==> config.mk <==
export PLATFORM = sky130hd
export DESIGN_NAME = pcie_msg_fetch
export DESIGN_NICKNAME = d
export VERILOG_FILES = /design/src/rtl/pcie_fetch_pkg.sv /design/src/rtl/pcie_desc_fifo.sv /design/src/rtl/pcie_msg_fetch.sv
export SDC_FILE = /design/constraint.sdc
export NUM_CORES = 1
export LEC_CHECK = 0
export CAP_MARGIN = 30
export CORE_AREA = 3 3 254 256
export CTS_BUF_LIST = sky130_fd_sc_hd__clkbuf_4 sky130_fd_sc_hd__clkbuf_8
export DETAILED_ROUTE_END_ITERATION = 10
export DIE_AREA = 0 0 257 259
export HOLD_SLACK_MARGIN = 0.15
export PLACE_DENSITY = 0.54
export SKIP_CTS_REPAIR_TIMING = 1
export SYNTH_ARGS = -nofsm -noshare
export SYNTH_HDL_FRONTEND = slang
export SYNTH_SLANG_ARGS = --single-unit
==> constraint.sdc <==
create_clock -name clk -period 4.37 [get_ports clk]
set_input_delay 0.6555 -clock clk [delete_from_list [all_inputs] [get_ports clk]]
set_output_delay 0.6555 -clock clk [all_outputs]
set_load 0.01 [all_outputs]
==> src/rtl/pcie_fetch_pkg.sv <==
// Shared types for the PCIe message fetch read master.
// FSM encoding, AXI constants and the queued descriptor layout.
package pcie_fetch_pkg;

    typedef enum logic [1:0] {
        S_IDLE = 2'd0,
        S_AR   = 2'd1,
        S_RD   = 2'd2
    } state_e;

    localparam int         BEAT_BYTES     = 32;
    localparam logic [2:0] AXI_SIZE_32B   = 3'd5;
    localparam logic [1:0] AXI_BURST_INCR = 2'b01;

    typedef struct packed {
        logic [3:0]  tag;
        logic [11:0] len;
    } desc_t;

endpackage

==> src/rtl/pcie_desc_fifo.sv <==
// Synchronous descriptor FIFO with full/empty flags.
// A push while full is accepted only when a pop happens the same cycle.
module pcie_desc_fifo #(
    parameter int DEPTH = 8,
    parameter int W     = 16
) (
    input  logic         clk,
    input  logic         rst_n,
    input  logic         push_i,
    input  logic [W-1:0] data_i,
    input  logic         pop_i,
    output logic [W-1:0] data_o,
    output logic         full_o,
    output logic         empty_o
);

    localparam int AW = $clog2(DEPTH);

    logic [AW:0]  wr_q;
    logic [AW:0]  rd_q;
    logic [W-1:0] mem_q [DEPTH];
    logic         do_push;
    logic         do_pop;

    assign empty_o = (wr_q == rd_q);
    assign full_o  = (wr_q[AW] != rd_q[AW]) &&
                     (wr_q[AW-1:0] == rd_q[AW-1:0]);
    assign do_pop  = pop_i && !empty_o;
    assign do_push = push_i && (!full_o || do_pop);
    assign data_o  = mem_q[rd_q[AW-1:0]];

    // Read/write pointers with a wrap bit to tell full from empty
    always_ff @(posedge clk or negedge rst_n) begin
        if (!rst_n) begin
            wr_q <= '0;
            rd_q <= '0;
        end else begin
            if (do_push) wr_q <= wr_q + (AW+1)'(1);
            if (do_pop)  rd_q <= rd_q + (AW+1)'(1);
        end
    end

    // Storage array, no reset needed since empty flag guards reads
    always_ff @(posedge clk) begin
        if (do_push) mem_q[wr_q[AW-1:0]] <= data_i;
    end

endmodule

==> src/rtl/pcie_msg_fetch.sv <==
// AXI read master fetching assembled PCIe messages from per-tag SRAM slots.
// Optional counters enabled by defining PCIE_FETCH_STATS_EN.
module pcie_msg_fetch
    import pcie_fetch_pkg::*;
#(
    parameter int         DESC_DEPTH = 8,
    parameter int         MAX_BURST  = 16,
    parameter int         SLOT_BEATS = 64,
    parameter logic [6:0] ID_VAL     = 7'h01
) (
    input  logic         clk,
    input  logic         rst_n,
    input  logic         asm_valid,
    input  logic [3:0]   asm_tag,
    input  logic [11:0]  asm_len,
    output logic [6:0]   arid,
    output logic [31:0]  araddr,
    output logic [7:0]   arlen,
    output logic [2:0]   arsize,
    output logic [1:0]   arburst,
    output logic         arvalid,
    input  logic         arready,
    input  logic [6:0]   rid,
    input  logic [255:0] rdata,
    input  logic [1:0]   rresp,
    input  logic         rlast,
    input  logic         rvalid,
    output logic         rready,
    output logic         out_valid,
    output logic [255:0] out_data,
    output logic [3:0]   out_tag,
    output logic         out_last,
    output logic         out_err,
    input  logic         out_ready,
    output logic [7:0]   drop_cnt,
    output logic         err_sticky,
    output logic [15:0]  stat_msg_cnt,
    output logic [31:0]  stat_beat_cnt
);

    localparam logic [11:0] MAX_B      = 12'(MAX_BURST);
    localparam logic [11:0] SLOT_B     = 12'(SLOT_BEATS);
    localparam logic [31:0] SLOT_BYTES = 32'(SLOT_BEATS * BEAT_BYTES);
    localparam logic [31:0] BEAT_B32   = 32'(BEAT_BYTES);

    state_e      state_q, state_d;
    logic [3:0]  tag_q, tag_d;
    logic [11:0] rem_q, rem_d;
    logic [11:0] burst_q, burst_d;
    logic [11:0] beat_q, beat_d;
    logic [31:0] addr_q, addr_d;
    logic [7:0]  drop_q, drop_d;
    logic        err_q, err_d;

    desc_t       push_desc;
    desc_t       pop_desc;
    logic        fifo_full;
    logic        fifo_empty;
    logic        fifo_push;
    logic        fifo_pop;
    logic        drop_ev;
    logic        clamp_ev;
    logic        in_rd;
    logic        r_hs;
    logic        burst_end;
    logic        msg_end;
    logic [11:0] burst_w;
    logic        unused_rid;

    assign unused_rid = ^rid;

    assign clamp_ev      = asm_valid && (asm_len > SLOT_B);
    assign push_desc.tag = asm_tag;
    assign push_desc.len = (asm_len > SLOT_B) ? SLOT_B : asm_len;
    assign fifo_push     = asm_valid && (asm_len != 12'd0);
    assign fifo_pop      = (state_q == S_IDLE) && !fifo_empty;
    assign drop_ev       = asm_valid &&
                           ((asm_len == 12'd0) ||
                            (fifo_full && !fifo_pop));

    pcie_desc_fifo #(
        .DEPTH (DESC_DEPTH),
        .W     ($bits(desc_t))
    ) u_fifo (
        .clk     (clk),
        .rst_n   (rst_n),
        .push_i  (fifo_push),
        .data_i  (push_desc),
        .pop_i   (fifo_pop),
        .data_o  (pop_desc),
        .full_o  (fifo_full),
        .empty_o (fifo_empty)
    );

    assign burst_w   = (rem_q > MAX_B) ? MAX_B : rem_q;
    assign in_rd     = (state_q == S_RD);
    assign r_hs      = in_rd && rvalid && out_ready;
    assign burst_end = (beat_q == burst_q - 12'd1);
    assign msg_end   = burst_end && (rem_q == burst_q);

    assign arid      = ID_VAL;
    assign arsize    = AXI_SIZE_32B;
    assign arburst   = AXI_BURST_INCR;
    assign arvalid   = (state_q == S_AR);
    assign araddr    = arvalid ? addr_q : '0;
    assign arlen     = arvalid ? 8'(burst_w - 12'd1) : '0;

    assign rready    = in_rd && out_ready;
    assign out_valid = in_rd && rvalid;
    assign out_data  = in_rd ? rdata : '0;
    assign out_tag   = tag_q;
    assign out_last  = out_valid && msg_end;
    assign out_err   = out_valid && (rresp != 2'b00);

    assign drop_cnt   = drop_q;
    assign err_sticky = err_q;

    // Fetch sequencing: pop descriptor, issue bursts, count beats
    always_comb begin
        state_d = state_q;
        tag_d   = tag_q;
        rem_d   = rem_q;
        addr_d  = addr_q;
        burst_d = burst_q;
        beat_d  = beat_q;
        unique case (state_q)
            S_IDLE: begin
                if (fifo_pop) begin
                    tag_d   = pop_desc.tag;
                    rem_d   = pop_desc.len;
                    addr_d  = 32'(pop_desc.tag) * SLOT_BYTES;
                    state_d = S_AR;
                end
            end
            S_AR: begin
                if (arready) begin
                    burst_d = burst_w;
                    beat_d  = '0;
                    state_d = S_RD;
                end
            end
            S_RD: begin
                if (r_hs) begin
                    if (burst_end) begin
                        rem_d   = rem_q - burst_q;
                        addr_d  = addr_q + 32'(burst_q) * BEAT_B32;
                        beat_d  = '0;
                        state_d = msg_end ? S_IDLE : S_AR;
                    end else begin
                        beat_d = beat_q + 12'd1;
                    end
                end
            end
            default: state_d = S_IDLE;
        endcase
    end

    // Saturating drop counter and sticky error collection
    always_comb begin
        drop_d = drop_q;
        if (drop_ev && (drop_q != 8'hFF)) drop_d = drop_q + 8'd1;
        err_d = err_q | drop_ev | clamp_ev |
                (r_hs && (rresp != 2'b00)) |
                (r_hs && (rlast != burst_end));
    end

    // State and datapath registers
    always_ff @(posedge clk or negedge rst_n) begin
        if (!rst_n) begin
            state_q <= S_IDLE;
            tag_q   <= '0;
            rem_q   <= '0;
            addr_q  <= '0;
            burst_q <= '0;
            beat_q  <= '0;
            drop_q  <= '0;
            err_q   <= 1'b0;
        end else begin
            state_q <= state_d;
            tag_q   <= tag_d;
            rem_q   <= rem_d;
            addr_q  <= addr_d;
            burst_q <= burst_d;
            beat_q  <= beat_d;
            drop_q  <= drop_d;
            err_q   <= err_d;
        end
    end

`ifdef PCIE_FETCH_STATS_EN
    logic [15:0] msg_cnt_q;
    logic [31:0] beat_cnt_q;

    // Wrapping message and beat counters on output handshakes
    always_ff @(posedge clk or negedge rst_n) begin
        if (!rst_n) begin
            msg_cnt_q  <= '0;
            beat_cnt_q <= '0;
        end else if (out_valid && out_ready) begin
            beat_cnt_q <= beat_cnt_q + 32'd1;
            if (out_last) msg_cnt_q <= msg_cnt_q + 16'd1;
        end
    end

    assign stat_msg_cnt  = msg_cnt_q;
    assign stat_beat_cnt = beat_cnt_q;
`else
    assign stat_msg_cnt  = '0;
    assign stat_beat_cnt = '0;
`endif

endmodule
==> results of run 1 <==
## synth_stat cells (5+ instances only)
| library cell | instances | share of area (%) |
|---|---|---|
| sky130_fd_sc_hd__and2_1 | 292 | 14 |
| sky130_fd_sc_hd__edfxtp_1 | 128 | 30 |
| sky130_fd_sc_hd__dfrtp_1 | 86 | 17 |
| sky130_fd_sc_hd__nand2_1 | 83 | 2.4 |
| sky130_fd_sc_hd__buf_4 | 65 | 3.8 |
| sky130_fd_sc_hd__clkbuf_1 | 61 | 1.8 |
| sky130_fd_sc_hd__nor2_1 | 61 | 1.8 |
| sky130_fd_sc_hd__o21ai_0 | 39 | 1.5 |
| sky130_fd_sc_hd__a21oi_1 | 34 | 1.3 |
| sky130_fd_sc_hd__mux4_2 | 32 | 5.6 |
| sky130_fd_sc_hd__ha_1 | 29 | 2.8 |
| sky130_fd_sc_hd__xnor2_1 | 29 | 2.0 |
| sky130_fd_sc_hd__inv_1 | 24 | 0.70 |
| sky130_fd_sc_hd__mux2i_1 | 20 | 1.6 |
| sky130_fd_sc_hd__xor2_1 | 18 | 1.2 |
| sky130_fd_sc_hd__nand4_1 | 17 | 0.83 |
| sky130_fd_sc_hd__o31ai_1 | 16 | 0.94 |
| sky130_fd_sc_hd__nor3_1 | 15 | 0.58 |
| sky130_fd_sc_hd__a31oi_1 | 14 | 0.68 |
| sky130_fd_sc_hd__and3_1 | 14 | 0.68 |
| sky130_fd_sc_hd__nand2b_1 | 14 | 0.68 |
| sky130_fd_sc_hd__nand3_1 | 12 | 0.47 |
| sky130_fd_sc_hd__nor2b_1 | 9 | 0.44 |
| sky130_fd_sc_hd__o21a_1 | 9 | 0.53 |
| sky130_fd_sc_hd__or3_1 | 8 | 0.39 |
| sky130_fd_sc_hd__or4_1 | 8 | 0.47 |
| sky130_fd_sc_hd__nor4_1 | 7 | 0.34 |
| sky130_fd_sc_hd__a41o_1 | 6 | 0.47 |
| sky130_fd_sc_hd__buf_1 | 5 | 0.15 |
| sky130_fd_sc_hd__or2_2 | 5 | 0.24 |
## state kept, by name, summed over array words and instances (netlist names)
signal        flops
beat_q           12
drop_cnt          8
burst_q          12
u_fifo.mem_q    128
u_fifo.wr_q       4
state_q           2
addr_q           27
err_sticky        1
u_fifo.rd_q       4
rem_q            12
out_tag           4
## logic make-up after synthesis
group           after synthesis  synth area share (%)
fa+ha+maj                    31                  3.14
buf+inv                     159                  6.64
compound gates              163                  8.57
xor+xnor                     47                  3.21
simple gates                553                  24.2
flops                       214                  46.7
other cells                   2                0.0585
mux                          56                  7.52
## power by group
group | internal (uW) | total (uW) | leakage, uW | switching [uW]
clock | 1170 | 2060 | 0.000459 | 894
sequential | 2530 | 2780 | 0.00226 | 247
combinational | 2520 | 5330 | 0.00512 | 2810
## worst min path at each step
stage                     startpoint         end  cells after the start
final                          rst_n  burst_q[3]                      1
after global routing           rst_n  burst_q[3]                      1
after CTS                      rst_n  burst_q[3]                      1
after detailed placement  out_tag[1]  out_tag[1]                      2
after global placement    out_tag[0]  out_tag[0]                      2
after floorplan                rst_n  addr_q[10]                      0
## layout make-up
| cell class | count | area, um^2 |
|---|---|---|
| fill | 6356 | 42200 |
| multi-input combinational | 955 | 6430 |
| timing repair buffer | 610 | 6110 |
| sequential | 214 | 6000 |
| tap | 846 | 1060 |
| clock buffer | 61 | 752 |
| clock inverter | 11 | 106 |
| inverter | 24 | 90.1 |
| antenna | 9 | 22.5 |
## critical path: cells and delay by family, from the launching register on
kind,cells,cell delay (ps)
compound gates,1,210
flops,1,530
simple gates,5,1610
buf+inv,1,570
## metrics by stage
stage | power [uW] | cell area (um^2) | TNS, ps
floorplan | 5730 | 13200 | 0
global placement | 8100 | 19600 | 0
detailed placement | 8190 | 19700 | 0
CTS | 10300 | 20500 | -104
global route | 10800 | 20500 | 0
finish | 10200 | 20600 | 0
## routing by layer
layer	track usage, %	vias to the layer above	routed length [um]
met5	0	-	0
met4	2.88	0	768
met3	3.39	75	3990
met2	31.5	461	31400
met1	20.1	5585	23100
li1	-	5396	-
==> flow_summary.yaml, run 1 <==
final_layout:
  layout.cells.most_common: "sky130_fd_sc_hd__clkdlybuf4s50_1"
  syn_to_final_growth_pct: 60.1
  commonest_cells_after_routing_fill_and_taps_aside: "sky130_fd_sc_hd__clkdlybuf4s50_1, sky130_fd_sc_hd__and2_1, sky130_fd_sc_hd__edfxtp_1"
  fin_nets: 2163
  finish.utilization_pct: 32.8
  final-instance-count-excl-fill: 2730
  post_route_cells_drive_above_1_share_pct: 8.00
sta:
  hold_ws_ps: 187
  timing.final.setup_violations: 0
  post-route-period-util_pct: 94.9
  timing.clock.skew_ps: 23.1
  tightestPinTransition_ps: 964
  finalHoldViolations: 0
  drv_slew: 0
  grt_setup_unrepaired: "false"
  max_clock_freq_mhz: 241
  post-route-worst-setup-slack_ps: 223
  max-slew-margin-rel_pct: 35.6
  final.min_clock_period_ps: 4150
placement:
  count_of_placed_standard_cells_including_taps: 2649
  port_buffers: 589
  post-dp-hpwl_mm: 49.2
  dp_worst_setup_slack_ps: 516
  gp_congestion: 0.928
power:
  p_leak_uw: 0.00784
  peak_supply_drop_v: 0.000317
  total_power_divided_by_cell_area_nw_per_um2: 495
synth:
  yosys_most_used_dff: "sky130_fd_sc_hd__edfxtp_1"
  postSynthRegisterBits: 214
  post_synth.cell_area_avg_um2: 10.5
  sequential_cell_area_fraction_in_the_yosys_report_pct: 46.7
  synth_cell_types: 63
  postSynthCellCount: 1225
  synth_edf_count: 128
  synthesis.area_um2: 12800
  yosysWarnings: 0
  async_flop_share_pct: 40.2
worst_setup_path:
  cp-endpoint: "out_last"
  crit_path_frequent_cell: "sky130_fd_sc_hd__and3_1"
  timing.critical_path.arrival_ps: 3490
  critical-path-slowest-cell: "sky130_fd_sc_hd__or4_1"
  startpoint_type: "register"
  critical_path.cell_chain: "or4_1 > or3_1 > a22oi_1 > and4_4 > and3_1 > and3_1 > clkdlybuf4s50_1"
  reg2regPathDepth: 10
  path_class: "reg2out"
  worstSetupEndpointType: "output port"
  worst_r2r_endpoint: "addr_q[29]"
  slack_of_the_worst_reg_to_reg_path_ps: 1000
  worst-path-max-fanout: 9
  startpoint: "burst_q[2]"
  critPathMaxStageDelay_ps: 590
  timing.rr.start: "burst_q[0]"
  crit_required_ps: 3710
grt:
  grt_max_degree: 146
  via_count_of_the_first_global_routing_pass: 11200
  grt_usage_pct: 16.8
  gr-total-overflow: 0
  grt_first_pass_wirelength_mm: 82.6
  antenna_violations_before_repair: 27
routing:
  drt-pass1-iter-count: 5
  detail-route-antenna-nets: 0
  detail_route.wl_per_cell_um: 21.7
  first_iter_violations: 731
  routed_via_density: 4.22
  detailroute.via_count: 11500
  routed_wl_mm: 59.3
  detail_route.drc_violations: 0
floorplanning:
  placeable_core_area_um2: 62700
  floorplan.initialDensity_pct: 20.5
  die_footprint_um2: 66600
  std_cell_rows: 92
  pin_count: 662
  die-width_um: 257
  die_y_um: 259
clock_tree:
  cts-root-to-sink-buffers: 3
  clk_transition_reported_paths_ps: 60
  clock-root-buffer: "sky130_fd_sc_hd__clkbuf_8"
  cts_sinks: 214
  ctsHtreeMaxLevel: 2
  tritoncts.num_buffers: 39
  clk-insertion-delay-late_ps: 560
  tritoncts_clock_tree: "yes"
worst_hold_path:
  worstHoldPathType: "in2async"
outcome:
  status: "finished, final reports clean"
flow_run:
  max_cap_violations: 0
Power figures use the tool's default switching activity.
==> run 2, diff against run 1 <==
--- a/config.mk
+++ b/config.mk
@@ -10,8 +10,9 @@
 export CTS_BUF_LIST = sky130_fd_sc_hd__clkbuf_4 sky130_fd_sc_hd__clkbuf_8
 export DETAILED_ROUTE_END_ITERATION = 10
 export DIE_AREA = 0 0 257 259
+export DONT_BUFFER_PORTS = 1
 export HOLD_SLACK_MARGIN = 0.15
-export PLACE_DENSITY = 0.54
+export PLACE_DENSITY = 0.4
 export SKIP_CTS_REPAIR_TIMING = 1
 export SYNTH_ARGS = -nofsm -noshare
 export SYNTH_HDL_FRONTEND = slang
==> run 2 against run 1 <==
- register-to-register slack got worse by 160 ps
- non-clock buffer count fell by 581
- die area did not move
- sequential share of layout area rose by 11 points
- critical endpoint unchanged
- highest routed layer is now met5
==> flow_summary.yaml, run 2 (synthesis results as in run 1) <==
outcome:
  status: "finished, final reports clean"
sta:
  max-slew-margin-rel_pct: 37.7
  timing.clock.skew_ps: 19.6
  timing.final.setup_violations: 0
  grt_setup_unrepaired: "false"
  finalHoldViolations: 0
  post-route-period-util_pct: 91.8
  final.min_clock_period_ps: 4010
  max_clock_freq_mhz: 249
  tightestPinTransition_ps: 931
  final.setup.tns_ps: 0
  drv_slew: 0
worst_setup_path:
  worst_r2r_endpoint: "addr_q[25]"
  reg2regPathDepth: 11
  path_class: "reg2out"
  worstSetupEndpointType: "output port"
  crit_required_ps: 3710
  cp-endpoint: "out_last"
  timing.critical_path.arrival_ps: 3360
  slack_of_the_worst_reg_to_reg_path_ps: 840
  startpoint_type: "register"
  startpoint: "burst_q[1]"
  timing.rr.start: "burst_q[0]"
  worst-path-max-fanout: 7
grt:
  gr-usage-met3_pct: 6.88
  grt_first_pass_wirelength_mm: 77.6
  grt_busiest_layer: "met2"
  via_count_of_the_first_global_routing_pass: 9016
  grt_usage_pct: 16.6
  groute.layer.met1.usage_pct: 19.4
  groute.layer.met2.usage_pct: 28.4
  gr-total-overflow: 0
  grt_max_degree: 153
  antenna_violations_before_repair: 42
power:
  p_leak_uw: 0.00573
  total_power_divided_by_cell_area_nw_per_um2: 617
  peak_supply_drop_v: 0.000289
placement:
  port_buffers: 0
  gp_congestion: 0.917
  count_of_placed_standard_cells_including_taps: 2061
  postPlaceCellArea_um2: 13800
  post-dp-hpwl_mm: 46.9
routing:
  routed_wl_mm: 58.4
  drt-pass1-iter-count: 5
  detail_route.wl_per_cell_um: 27.1
  detail_route.drc_violations: 0
  detail-route-antenna-nets: 0
  routed_via_density: 4.39
  detailroute.via_count: 9462
  first_iter_violations: 507
floorplanning:
  die-width_um: 257
  pin_count: 662
  std_cell_rows: 92
  die_footprint_um2: 66600
  die_y_um: 259
  floorplan.initialDensity_pct: 20.5
  placeable_core_area_um2: 62700
clock_tree:
  tritoncts_clock_tree: "yes"
  tritoncts.num_buffers: 42
  clk-insertion-delay-late_ps: 600
  ctsHtreeMaxLevel: 2
  cts-root-to-sink-buffers: 3
  clk_transition_reported_paths_ps: 60
  clock-root-buffer: "sky130_fd_sc_hd__clkbuf_8"
  cts_sinks: 214
final_layout:
  post-route-cell-area_um2: 14800
  layout.cells.most_common: "sky130_fd_sc_hd__and2_1"
  syn_to_final_growth_pct: 15.2
  fin_nets: 1585
  post_route_cells_drive_above_1_share_pct: 11.5
  commonest_cells_after_routing_fill_and_taps_aside: "sky130_fd_sc_hd__and2_1, sky130_fd_sc_hd__edfxtp_1, sky130_fd_sc_hd__conb_1"
  finish.utilization_pct: 23.6
  largest_register_ffs: 128
  final-instance-count-excl-fill: 2157
  nFillCells: 6776
worst_hold_path:
  worstHoldPathType: "in2reg"
flow_run:
  max_cap_violations: 0
==> run 2: cell types whose count changed in the layout (fill, tap and decap cells not counted), sizes merged <==
cell,before,now
inv,25,26
clkdlybuf4s50,588,0
dlygate4sd3,0,6
clkinv,9,4
bufinv,1,0
diode,9,12
clkbuf,61,71
buf,22,23
==> run 2: worst min-delay path by stage <==
stage / from / end / slack [ps] / depth (start not counted)
finish: asm_valid / err_sticky / 260 / 2
global route: asm_valid / err_sticky / 240 / 2
CTS: rst_n / rem_q[8] / -300 / 0
detailed placement: rst_n / rem_q[4] / 370 / 0
global placement: rst_n / rem_q[4] / 370 / 0
floorplan: rst_n / addr_q[10] / 360 / 0
==> run 2: per-stage QoR <==
| stage | power, uW | hold slack, ps | setup WS [ps] |
|---|---|---|---|
| finish | 9120 | 261 | 359 |
| global route | 9760 | 236 | 71.8 |
| CTS | 9260 | -297 | 265 |
| detailed placement | 7040 | 374 | 860 |
| global placement | 7010 | 374 | 908 |
| floorplan | 5730 | 360 | 1240 |
==> run 2: final cells by class <==
type / count / area (um^2) / area share, %
clock buffer: 71 / 852 / 5.76
sequential: 214 / 6000 / 40.5
tap: 846 / 1060 / 7.16
clock inverter: 6 / 57.6 / 0.389
inverter: 24 / 90.1 / 0.609
timing repair buffer: 29 / 298 / 2.01
antenna: 12 / 30.0 / 0.203
multi-input combinational: 955 / 6410 / 43.3
==> run 2: power by group <==
part / switching, uW / total, uW / internal (uW)
combinational: 2760 / 4140 / 1380
sequential: 283 / 2810 / 2530
clock: 928 / 2170 / 1240
total: 3970 / 9120 / 5150
==> run 2: critical path, stage by stage (launching register included) <==
cell and delay [ps]:
sky130_fd_sc_hd__dfrtp_1 490, sky130_fd_sc_hd__inv_1 220, sky130_fd_sc_hd__ha_1 250, sky130_fd_sc_hd__nor3b_1 380, sky130_fd_sc_hd__nand2_1 130, sky130_fd_sc_hd__o41ai_1 720, sky130_fd_sc_hd__and3_1 280, sky130_fd_sc_hd__and3_1 300
==> run 2: layer usage <==
| layer | part of all wire, % | wire length (um) |
|---|---|---|
| met5 | 0.022 | 13 |
| met3 | 9.8 | 5710 |
| met2 | 49 | 28500 |
| met1 | 38 | 22400 |
| met4 | 3.0 | 1740 |
==> run 3, diff against run 2 <==
--- a/config.mk
+++ b/config.mk
@@ -13,6 +13,7 @@
 export DONT_BUFFER_PORTS = 1
 export HOLD_SLACK_MARGIN = 0.15
 export PLACE_DENSITY = 0.4
+export SETUP_SLACK_MARGIN = 0.5
 export SKIP_CTS_REPAIR_TIMING = 1
 export SYNTH_ARGS = -nofsm -noshare
 export SYNTH_HDL_FRONTEND = slang
==> run 3 against run 2 <==
- global-route usage unchanged
- non-clock buffer count stayed put
- flip-flop and latch count stayed put
- final cell count about the same
- via count fell by 0.43%
- sequential share of layout area fell by 0.053 points
- clock power is essentially flat
- sequential power hardly changed
- critical path depth up 1
- wire length hardly changed
- clock skew increased by 2.2 ps
- worst setup slack better by 360 ps
- critical endpoint unchanged
- largest power group unchanged
==> flow_summary.yaml, run 3 (synthesis results as in run 1) <==
worst_setup_path:
  slack_of_the_worst_reg_to_reg_path_ps: 850
  timing.rr.start: "burst_q[0]"
  reg2regPathDepth: 11
  worstSetupEndpointType: "output port"
  worst-path-max-fanout: 7
  path_class: "reg2out"
  worst_r2r_endpoint: "addr_q[25]"
  startpoint_type: "register"
  crit_required_ps: 3710
  timing.critical_path.arrival_ps: 3000
routing:
  first_iter_violations: 468
  dr_wl_met2_mm: 28.6
  detail-route-antenna-nets: 0
  met1Wirelength_mm: 22.4
  detailroute.via_count: 9421
  routed_via_density: 4.37
  met3_wirelength_mm: 5.84
  highest_layer: "met5"
  detail_route.drc_violations: 0
  drt-pass1-iter-count: 5
  routed_wl_mm: 58.5
  detail_route.wl_per_cell_um: 27.1
grt:
  grt_first_pass_wirelength_mm: 77.6
  gr-total-overflow: 0
  antenna_violations_before_repair: 42
  via_count_of_the_first_global_routing_pass: 9016
  grt_usage_pct: 16.6
  grt_max_degree: 153
sta:
  grt_setup_unrepaired: "false"
  timing.final.setup_violations: 0
  timing.clock.skew_ps: 21.8
  post-route-worst-setup-slack_ps: 719
  drv_slew: 0
  max-slew-margin-rel_pct: 37.1
  tightestPinTransition_ps: 941
  max_clock_freq_mhz: 274
  final.min_clock_period_ps: 3650
  post-route-period-util_pct: 83.5
  finalHoldViolations: 0
  final.setup.tns_ps: 0
placement:
  post-dp-hpwl_mm: 46.9
  gp_congestion: 0.917
  port_buffers: 0
  dp_worst_setup_slack_ps: 860
  count_of_placed_standard_cells_including_taps: 2061
floorplanning:
  die_footprint_um2: 66600
  std_cell_rows: 92
  floorplan.initialDensity_pct: 20.5
  placeable_core_area_um2: 62700
  die-width_um: 257
  die_y_um: 259
  pin_count: 662
worst_hold_path:
  timing.hold.worst_endpoint: "err_sticky"
  min_path_cells: 2
  min-delay-start: "asm_valid"
  worstHoldPathType: "in2reg"
clock_tree:
  cts_sinks: 214
  clock-root-buffer: "sky130_fd_sc_hd__clkbuf_8"
  clk-insertion-delay-late_ps: 600
  ctsHtreeMaxLevel: 2
  tritoncts_clock_tree: "yes"
  clk_transition_reported_paths_ps: 60
  tritoncts.num_buffers: 42
  cts-root-to-sink-buffers: 3
outcome:
  status: "finished, final reports clean"
final_layout:
  syn_to_final_growth_pct: 15.4
  final-instance-count-excl-fill: 2155
  post_route_cells_drive_above_1_share_pct: 11.9
  finish.utilization_pct: 23.6
  layout.cells.most_common: "sky130_fd_sc_hd__and2_1"
  commonest_cells_after_routing_fill_and_taps_aside: "sky130_fd_sc_hd__and2_1, sky130_fd_sc_hd__edfxtp_1, sky130_fd_sc_hd__conb_1"
  largest_register_ffs: 128
  fin_nets: 1585
power:
  p_leak_uw: 0.00573
  peak_supply_drop_v: 0.000289
  total_power_divided_by_cell_area_nw_per_um2: 617
flow_run:
  max_cap_violations: 0
-- run 3: changes by cell type in the layout (fill, tap and decap cells not counted), sizes merged --
cell / before / now
diode: 12 / 10
-- run 3: layout make-up --
| class | count | area [um^2] |
|---|---|---|
| Tap cell | 846 | 1060 |
| Inverter | 24 | 90.1 |
| Timing Repair Buffer | 29 | 298 |
| Clock buffer | 71 | 852 |
| Multi-Input combinational cell | 955 | 6430 |
| Sequential cell | 214 | 6000 |
| Fill cell | 6767 | 47900 |
| Clock inverter | 6 | 57.6 |
| Antenna cell | 10 | 25.0 |
-- run 3: critical path: stages (launching register included) --
cell,delay (ps)
sky130_fd_sc_hd__dfrtp_2,480
sky130_fd_sc_hd__inv_2,140
sky130_fd_sc_hd__ha_1,220
sky130_fd_sc_hd__nor3b_1,380
sky130_fd_sc_hd__nand2_1,180
sky130_fd_sc_hd__o311a_1,420
sky130_fd_sc_hd__o41ai_4,80
sky130_fd_sc_hd__and3_1,230
sky130_fd_sc_hd__and3_2,260
-- run 3: through the flow --
stage	hold slack (ps)	area, um^2	total power (uW)
finish	262	14800	9140
global route	236	14800	9780
CTS	-297	14700	9260
detailed placement	374	13800	7040
global placement	374	13700	7010
floorplan	360	13200	5730
-- run 3: where the power goes --
group / switching (uW) / total (uW) / internal, uW / leakage [uW]
Sequential: 282 / 2810 / 2530 / 0.00226
Combinational: 2780 / 4160 / 1390 / 0.00298
Clock: 924 / 2160 / 1240 / 0.000488
Total: 3980 / 9140 / 5160 / 0.00573
-- run 3: how the worst max path moves through the flow --
| stage | start | to | slack, ps | cells after the start |
|---|---|---|---|---|
| 6_report | burst_q[1] | out_last | 720 | 8 |
| 5_1_grt | burst_q[1] | out_last | 540 | 8 |
| 4_1_cts | burst_q[1] | out_last | 270 | 7 |
| 3_5_place_dp | burst_q[1] | addr_q[25] | 860 | 10 |
| 3_3_place_gp | burst_q[1] | addr_q[19] | 910 | 10 |
| 2_1_floorplan | asm_len[8] | u_fifo.mem_q[0][0] | 1240 | 7 |
-- run 3: routing by layer --
layer  GRT usage, %  vias up
li1               -     4250
met5              0        -
met4           3.65        2
met2           28.4      443
met1           19.4     4618
met3           6.88      108
